<file path="src/rtl/sort_pkg.sv">
// Shared types and defaults for the sorter result path: element/word types
// and the serializer state encoding.
package sort_pkg;

    localparam int N_ELEM     = 8;
    localparam int ELEM_W     = 8;
    localparam int FIFO_DEPTH = 2;

    typedef logic [ELEM_W-1:0]          elem_t;
    typedef logic [0:N_ELEM*ELEM_W-1]   word_t;

    typedef enum logic {
        S_IDLE = 1'b0,
        S_SEND = 1'b1
    } state_t;

endpackage

</file>
<file path="src/rtl/sort_word_fifo.sv">
// Small synchronous FIFO holding whole packed sorter words. Head is presented
// combinationally on pop_data; DEPTH must be a power of two so pointers wrap.
module sort_word_fifo
    import sort_pkg::*;
#(
    parameter int WIDTH = N_ELEM * ELEM_W,
    parameter int DEPTH = FIFO_DEPTH
) (
    input  logic                     clk,
    input  logic                     rst,
    input  logic                     push,
    input  logic [WIDTH-1:0]         push_data,
    input  logic                     pop,
    output logic [WIDTH-1:0]         pop_data,
    output logic                     full,
    output logic                     empty,
    output logic [$clog2(DEPTH):0]   count
);

    localparam int PTR_W = $clog2(DEPTH);
    localparam int CNT_W = PTR_W + 1;

    logic [WIDTH-1:0] mem [DEPTH];
    logic [PTR_W-1:0] wr_ptr;
    logic [PTR_W-1:0] rd_ptr;
    logic             do_push;
    logic             do_pop;

    assign full     = (count == CNT_W'(DEPTH));
    assign empty    = (count == '0);
    assign do_push  = push && !full;
    assign do_pop   = pop && !empty;
    assign pop_data = mem[rd_ptr];

    // Storage is not reset; occupancy alone decides what is valid.
    always_ff @(posedge clk) begin
        if (do_push) begin
            mem[wr_ptr] <= push_data;
        end
    end

    always_ff @(posedge clk) begin
        if (rst) begin
            wr_ptr <= '0;
            rd_ptr <= '0;
            count  <= '0;
        end else begin
            if (do_push) begin
                wr_ptr <= wr_ptr + 1'b1;
            end
            if (do_pop) begin
                rd_ptr <= rd_ptr + 1'b1;
            end
            case ({do_push, do_pop})
                2'b10:   count <= count + 1'b1;
                2'b01:   count <= count - 1'b1;
                default: count <= count;
            endcase
        end
    end

endmodule

</file>
<file path="src/rtl/sort_result_serializer.sv">
// Buffers packed sorted words and streams their elements one per beat over a
// valid/ready interface, flagging the final element of each word with m_last.
module sort_result_serializer
    import sort_pkg::*;
#(
    parameter int N       = N_ELEM,
    parameter int DATA_W  = ELEM_W,
    parameter int DEPTH   = FIFO_DEPTH,
    parameter int REVERSE = 0
) (
    input  logic                  clk,
    input  logic                  rst,
    input  logic [N*DATA_W-1:0]   in_data,
    input  logic                  valid_in,
    output logic                  in_ready,
    output logic [DATA_W-1:0]     m_data,
    output logic                  m_valid,
    input  logic                  m_ready,
    output logic                  m_last,
    output logic                  overflow,
    output logic [15:0]           words_sent
);

    // Handshake: a beat transfers on a rising clk edge where m_valid && m_ready;
    // while m_valid && !m_ready the presented m_data/m_last do not change.
    // Upstream words are taken on valid_in && in_ready, otherwise dropped.

    localparam int WORD_W = N * DATA_W;
    localparam int IDX_W  = (N > 1) ? $clog2(N) : 1;
    localparam int CNT_W  = $clog2(DEPTH) + 1;
    localparam logic [IDX_W-1:0] IDX_PRE_LAST = IDX_W'(N - 2);

    state_t             state;
    logic [WORD_W-1:0]  shreg;
    logic [IDX_W-1:0]   idx;
    logic [WORD_W-1:0]  fifo_head;
    logic [CNT_W-1:0]   fifo_count;
    logic               fifo_full;
    logic               fifo_empty;
    logic               push;
    logic               pop;

    // Reorders elements at load time so the shift register always emits from its MSB slice.
    function automatic logic [WORD_W-1:0] order_word(input logic [WORD_W-1:0] w);
        logic [WORD_W-1:0] r;
        r = w;
        if (REVERSE != 0) begin
            for (int k = 0; k < N; k++) begin
                r[k*DATA_W +: DATA_W] = w[(N-1-k)*DATA_W +: DATA_W];
            end
        end
        return r;
    endfunction

    assign in_ready = (fifo_count < CNT_W'(DEPTH));
    assign push     = valid_in && in_ready;
    assign pop      = !fifo_empty &&
                      ((state == S_IDLE) || ((state == S_SEND) && m_ready && m_last));
    assign m_data   = shreg[WORD_W-1 -: DATA_W];

    sort_word_fifo #(
        .WIDTH (WORD_W),
        .DEPTH (DEPTH)
    ) u_fifo (
        .clk       (clk),
        .rst       (rst),
        .push      (push),
        .push_data (in_data),
        .pop       (pop),
        .pop_data  (fifo_head),
        .full      (fifo_full),
        .empty     (fifo_empty),
        .count     (fifo_count)
    );

    always_ff @(posedge clk) begin
        if (rst) begin
            state      <= S_IDLE;
            shreg      <= '0;
            idx        <= '0;
            m_valid    <= 1'b0;
            m_last     <= 1'b0;
            overflow   <= 1'b0;
            words_sent <= '0;
        end else begin
            if (valid_in && fifo_full) begin
                overflow <= 1'b1;
            end
            case (state)
                S_IDLE: begin
                    if (!fifo_empty) begin
                        shreg   <= order_word(fifo_head);
                        idx     <= '0;
                        m_valid <= 1'b1;
                        m_last  <= (N == 1);
                        state   <= S_SEND;
                    end
                end
                S_SEND: begin
                    if (m_ready) begin
                        shreg <= shreg << DATA_W;
                        if (m_last) begin
                            words_sent <= words_sent + 16'd1;
                            // Reload straight from the FIFO so consecutive words have no gap.
                            if (!fifo_empty) begin
                                shreg  <= order_word(fifo_head);
                                idx    <= '0;
                                m_last <= (N == 1);
                            end else begin
                                m_valid <= 1'b0;
                                m_last  <= 1'b0;
                                state   <= S_IDLE;
                            end
                        end else begin
                            idx    <= idx + 1'b1;
                            m_last <= (idx == IDX_PRE_LAST);
                        end
                    end
                end
                default: begin
                    state   <= S_IDLE;
                    m_valid <= 1'b0;
                    m_last  <= 1'b0;
                end
            endcase
        end
    end

endmodule

</file>
<file path="config.mk">
export PLATFORM = sky130hd
export DESIGN_NAME = sort_result_serializer
export DESIGN_NICKNAME = d
export VERILOG_FILES = /design/src/rtl/sort_pkg.sv /design/src/rtl/sort_word_fifo.sv /design/src/rtl/sort_result_serializer.sv
export SDC_FILE = /design/constraint.sdc
export NUM_CORES = 1
export LEC_CHECK = 0
export CORE_UTILIZATION = 43
export CTS_CLUSTER_DIAMETER = 40
export DETAILED_ROUTE_END_ITERATION = 8
export PLACE_DENSITY_LB_ADDON = 0.12
export SYNTH_ARGS = -nofsm -noshare
export SYNTH_HDL_FRONTEND = slang
export SYNTH_HIERARCHICAL = 1
export SYNTH_SLANG_ARGS = --single-unit
</file>
<file path="constraint.sdc">
create_clock -name clk -period 6.66 [get_ports clk]
set_input_delay 1.332 -clock clk [delete_from_list [all_inputs] [get_ports clk]]
set_output_delay 1.332 -clock clk [all_outputs]
set_load 0.01 [all_outputs]
</file>
* Word level (Yosys, flattened, before mapping)
Memories as Yosys holds them, arrays and structs flattened. A register that Yosys moved wholly into a read port is not among the register bits.
Index checks and enable logic that the tools add are counted.
** Storage, ports and cells
- Flip-flop bits (word level) :: 91
- Memory bits (writable) :: 128
- Bits of input ports :: 68
- Output and inout port bits :: 28
- Logic and storage cells :: 69
- Memories :: 1
** Memories
- u_fifo.mem :: words 2, width 64, rd ports 1, clocked after Yosys merged registers in 1, write ports 1, RTL line sort_word_fifo.sv:23 : logic [WIDTH-1:0] mem [DEPTH];
** Operators by class
- Add/subtract/negate cells :: 6
- Magnitude comparators :: 1
- Equality and inequality tests :: 8
- Muxes and demuxes :: 27
- Bitwise gates (word level) :: 1
- Reductions and logical operators :: 15
** Operators by type and width (number)
- 64-bit 2-to-1 mux :: 4
- 64-bit case mux with 2 select lines :: 1
- 16-bit by 1-bit adder with 16-bit output (second input constant) :: 1
- 1-bit 2-to-1 mux :: 14
- 3-bit 2-to-1 mux :: 3
- 1-bit logical AND :: 7
- 2-bit inequality test (second input constant) :: 3
- 1-bit case mux with 2 select lines :: 3
- 3-bit case mux with 2 select lines :: 1
- 2-bit equality test (second input constant) :: 2
- 2-bit case mux with 2 select lines :: 1
- 4-bit AND reduction :: 1
- 3-bit by 1-bit adder with 3-bit output (second input constant) :: 1
- 3-bit equality test (second input constant) :: 1
- 3-bit AND reduction :: 1
- 1-bit adder (second input constant) :: 2
- 2-bit by 1-bit adder with 2-bit output (second input constant) :: 1
- 2-bit by 1-bit equality test with 1-bit output (second input constant) :: 1
- 1-bit logical NOT :: 2
- 2-bit logical NOT :: 1
- 2-bit < comparator (second input constant) :: 1
- 2-bit by 1-bit inequality test with 1-bit output (second input constant) :: 1
- 2-bit AND reduction :: 1
- 2-bit nonzero test :: 1
- 3 further kinds :: 3

* Depth between registers and ports, before layout
- Word-level depth :: 7
- Mapped depth :: 8
- Depth with buffers taken out :: 7

* Hierarchy
Netlist, hierarchy kept.
** Modules (own cells, without submodules)
- sort_word_fifo :: instances 1, cells each 225, area each 4823.4 sq um, sequential area each 3943.8 sq um
- sort_result_serializer :: instances 1, cells each 410, area each 3818.7 sq um, sequential area each 1741.7 sq um

* Worst setup path after synthesis
No wires, ideal clock.
- Path kind :: input -> register
- Start point :: input port valid_in
- End point :: memory u_fifo/mem[0][0] (netlist name) (enable)
- Setup time :: 0.418 ns
- Arrival :: 3.170 ns
- Data required time :: 6.242 ns
- Slack :: 3.072 ns
- Cell stages on the path :: 4
- Path buffers :: 0
- Path through :: nor2b_1 inv_1 or3_1 inv_1
** Between the ends
- Word-level cells in the longest chain between the ends :: 4
** Ends and longest elaborated chain
- from (decl) :: RTL line sort_result_serializer.sv:14 : input logic valid_in,
- 1-bit logical AND :: RTL line sort_result_serializer.sv:56 : assign push = valid_in && in_ready;
- 1-bit logical AND :: RTL line sort_word_fifo.sv:31 : assign do_push = push && !full;
- 1-bit 2-to-1 mux :: RTL line sort_word_fifo.sv:37 : if (do_push) begin
- 1-bit 2-to-1 mux (implied by the code) :: RTL line sort_word_fifo.sv:38 : mem[wr_ptr] <= push_data;
- to (decl) :: RTL line sort_word_fifo.sv:23
Every way passes these cells.

* Worst setup path after layout
- Start point :: input port valid_in
- End point :: memory u_fifo/mem[0][0] (netlist name) (enable)
** Between the ends
- Word-level cells in the longest chain between the ends :: 4
** Ends and longest elaborated chain
- 1-bit logical AND :: RTL line sort_result_serializer.sv:56
- via push :: RTL line sort_result_serializer.sv:40 : logic push;
- 1-bit logical AND :: RTL line sort_word_fifo.sv:31
- 1-bit 2-to-1 mux :: RTL line sort_word_fifo.sv:37
- 1-bit 2-to-1 mux (implied by the code) :: RTL line sort_word_fifo.sv:38
The timed path passes the listed nets, and every way through them passes these cells.

==> results by group <==
Outcome
  • Run status: completed

Drt
  • First-pass DRT Iterations: 4
  • Drt drc: 0
  • Met3 WL: roughly 700 um
  • DRT antenna net count: 0
  • Met2 routed WL: 8.171 mm
  • Vias/cell: between 5 and 6
  • Post-Route WL: approximately 17 mm
  • Routed WL per cell: ~16 um
  • DRT iter0 DRCs: around 240
  • Routed via count: 5232
  • Highest metal used: met4
  • Met1 wire length: 7.430 mm

Power and ir drop
  • Maximum VDD drop: roughly 340 uV
  • Leak: 4.041 nW
  • P per Cell Area: around 470 nW/um^2
  • Pwr Total: between 5 and 6 mW

Yosys
  • Register bit total from synthesis: 220
  • Post-synthesis cell count: 635
  • Synth Flop Type: edfxtp_1
  • Synthesized area: around 8600 um^2
  • Post-synth ARST share: 0%
  • Yosys cell types: 41
  • Yosys warnings: 6
  • Post-Syn Nets: 707
  • Syn_area_per_cell: 13.61 um^2
  • Post-synth EDFFs: between 100 and 150
  • Sequential fraction of the synthesis area: between 60% and 70%

Setup path
  • Crit-path slowest cell: buf_4
  • Crit-path max cell delay: about 590 ps
  • Worst EP arrival: approximately 3600 ps
  • CP Class: primary input to flip-flop
  • Cell chain of the critical path: clkdlybuf4s50_1 > nor2b_1 > inv_1 > or3_1 > inv_2 > buf_4
  • Nature of the critical path endpoint: flip-flop
  • Worst Path Max Fanout: 38
  • Worst Path Buf+Inv: 4
  • Crit path max-delay family: buffers and inverters
  • Critical Path RT: 6780 ps
  • Reg2reg setup slack: slightly above 4000 ps
  • Reg-to-reg endpoint: u_fifo/mem[0][0]$_DFFE_PP_
  • CP startpoint kind: primary input
  • Reg2Reg Depth: 5
  • Worst r2r src: u_fifo/count[1]$_SDFFE_PP0P_

STA
  • Max Slew Vio Count: 0
  • Final min period: between 3000 and 4000 ps
  • Final hold vios: 0
  • Worst slew pin tran: approximately 1100 ps
  • Unrepaired setup endpoints after global routing: no
  • Final-report setup violation count: 0
  • Total negative slack: 0 ps
  • Max Freq: about 290 MHz
  • Hold slack: roughly 480 ps
  • Max_slew headroom: between 20% and 30%
  • Setup ws final: about 3200 ps
  • Final worst path period share: a little over half
  • Clk_skew: between 10 and 15 ps

Place
  • Global placement routability congestion: 0.7289
  • Worst slack, placed: ~2600 ps
  • Dpl hpwl: ~10 mm
  • PortBufs: 95

Floorplanning
  • I/O pin cnt: 96
  • Core area: 19590 um^2
  • Height of the die: about 140 um
  • # rows: between 50 and 60
  • Initial core utilization: between 40 and 50%
  • Die Area: 20670 um^2
  • Die Width: about 140 um

Worst hold path
  • Worst Hold Depth: 2
  • Hold path start: words_sent[15]$_SDFFE_PP0P_
  • Worst hold path class: flip-flop to flip-flop
  • Hold EP: words_sent[15]$_SDFFE_PP0P_

CTS
  • Clock sink count: 220
  • Post-CTS Setup Bufs: 0
  • CTS max path bufs: 3
  • H-tree depth: 2
  • CTS buffer count: 34
  • TritonCTS clock tree: yes
  • Reg clk slew, reported paths: 50 ps
  • Clk_lat worst skew: 490 ps
  • Clock root cell: clkbuf_16
  • CTS Hold Bufs: 0
  • Post-CTS Resized: 0

GRT
  • Initial antenna violation count: 1
  • Largest net degree at the start of global routing: about 110
  • Vias in the first global route: approximately 5300
  • First-pass GRT wire length: 26.66 mm
  • Total gr overflow: 0
  • Total global-route track usage: ~17%

Finish
  • Fin util: about 56%
  • Final nets: 796
  • Filler cells: 1621
  • Fraction of layout cells with a size suffix above 1: between 15 and 20%
  • Most common cell after layout, fill and taps aside: edfxtp_1
  • Area Overhead vs Synth: 26.87%
  • Most frequent cells in the layout: edfxtp_1 (128), clkdlybuf4s50_1 (94), dfxtp_1 (91)

Job
  • Max-cap violation count: 0
==> cell type report <==
type | count | area [um^2] | share of cell area, %
Clock buffer | 43 | 958.4 | 8.741
Sequential cell | 220 | 5687 | 51.87
Clock inverter | 19 | 256.5 | 2.339
Inverter | 6 | 22.52 | 0.2054
Timing Repair Buffer | 100 | 985.9 | 8.992
Antenna cell | 1 | 2.502 | 0.02282
Multi-Input combinational cell | 362 | 2720 | 24.81
Tap cell | 265 | 331.6 | 3.024
==> cells in the mapped netlist, drive strengths merged, types with 2 or more instances <==
master	count	area share (%)
xnor2	6	0.61
and3	4	0.30
a32oi	2	0.20
nand4	6	0.51
nand2b	3	0.25
or3	9	0.75
mux2	64	8.3
clkbuf	14	0.61
ha	4	0.58
a211oi	57	5.0
o21ai	10	0.58
a22oi	8	0.69
nor3	2	0.12
dfxtp	92	21
inv	6	0.26
xor2	6	0.61
edfxtp	128	44
buf	33	2.1
nand3	4	0.23
nand2	12	0.52
mux2i	58	6.7
a21oi	13	0.75
nor2	85	3.7
==> power by group <==
part	leakage, nW	switching (mW)	internal (mW)
clock network	0.595	0.600	1.25
registers	1.95	0.166	1.84
logic	1.50	0.691	0.561
total	4.04	1.46	3.65
==> tightest hold or removal path: stages, from the launching register on <==
cell,delay (ps)
dfxtp_1,320
o31ai_1,60
a21oi_1,50
==> how the worst max path moves through the flow <==
stage,from,to,slack (ps),cells past startpoint
floorplan,valid_in,u_fifo/mem[0][0]$_DFFE_PP_,3070,4
global placement,valid_in,u_fifo/mem[0][5]$_DFFE_PP_,2680,6
detailed placement,valid_in,u_fifo/mem[0][5]$_DFFE_PP_,2610,6
CTS,valid_in,u_fifo/mem[0][0]$_DFFE_PP_,3120,6
global route,valid_in,u_fifo/mem[0][6]$_DFFE_PP_,3010,6
finish,valid_in,u_fifo/mem[0][0]$_DFFE_PP_,3160,6
==> metrics by stage <==
step,area [um^2],cells
2_1_floorplan,8642,635
3_3_place_gp,9747,953
3_5_place_dp,9747,953
4_1_cts,10960,1015
5_1_grt,10960,1016
6_report,10960,1016
==> logic make-up (layout without fill, tap and decap cells) <==
group	count (synthesis)	in the layout	synth area share, %
XOR/XNOR	12	12	1.216
buffers and inverters	53	168	3.011
other	0	1	0
adder cells (fa/ha/maj)	4	4	0.5791
flip-flops	220	220	65.79
AND/OR/NAND/NOR	130	130	6.790
multiplexers	122	122	15.06
AO/OA/AOI/OAI	94	94	7.558
==> state kept, by name (all words and copies together), names as in the netlist, named ones only <==
name,cells
shreg,64
u_fifo/wr_ptr,1
u_fifo/count,2
idx,3
u_fifo/rd_ptr,1
m_last,1
words_sent,16
overflow,1
m_valid,1
u_fifo/mem,128
state,1
==> routing by layer <==
| layer | up-vias | global-route usage [%] |
|---|---|---|
| li1 | 2557 | - |
| met1 | 2543 | 20.61 |
| met4 | 0 | 6.159 |
| met3 | 29 | 4.032 |
| met5 | - | 0 |
| met2 | 103 | 28.59 |
Note: power is estimated with default switching activity, not from simulation.
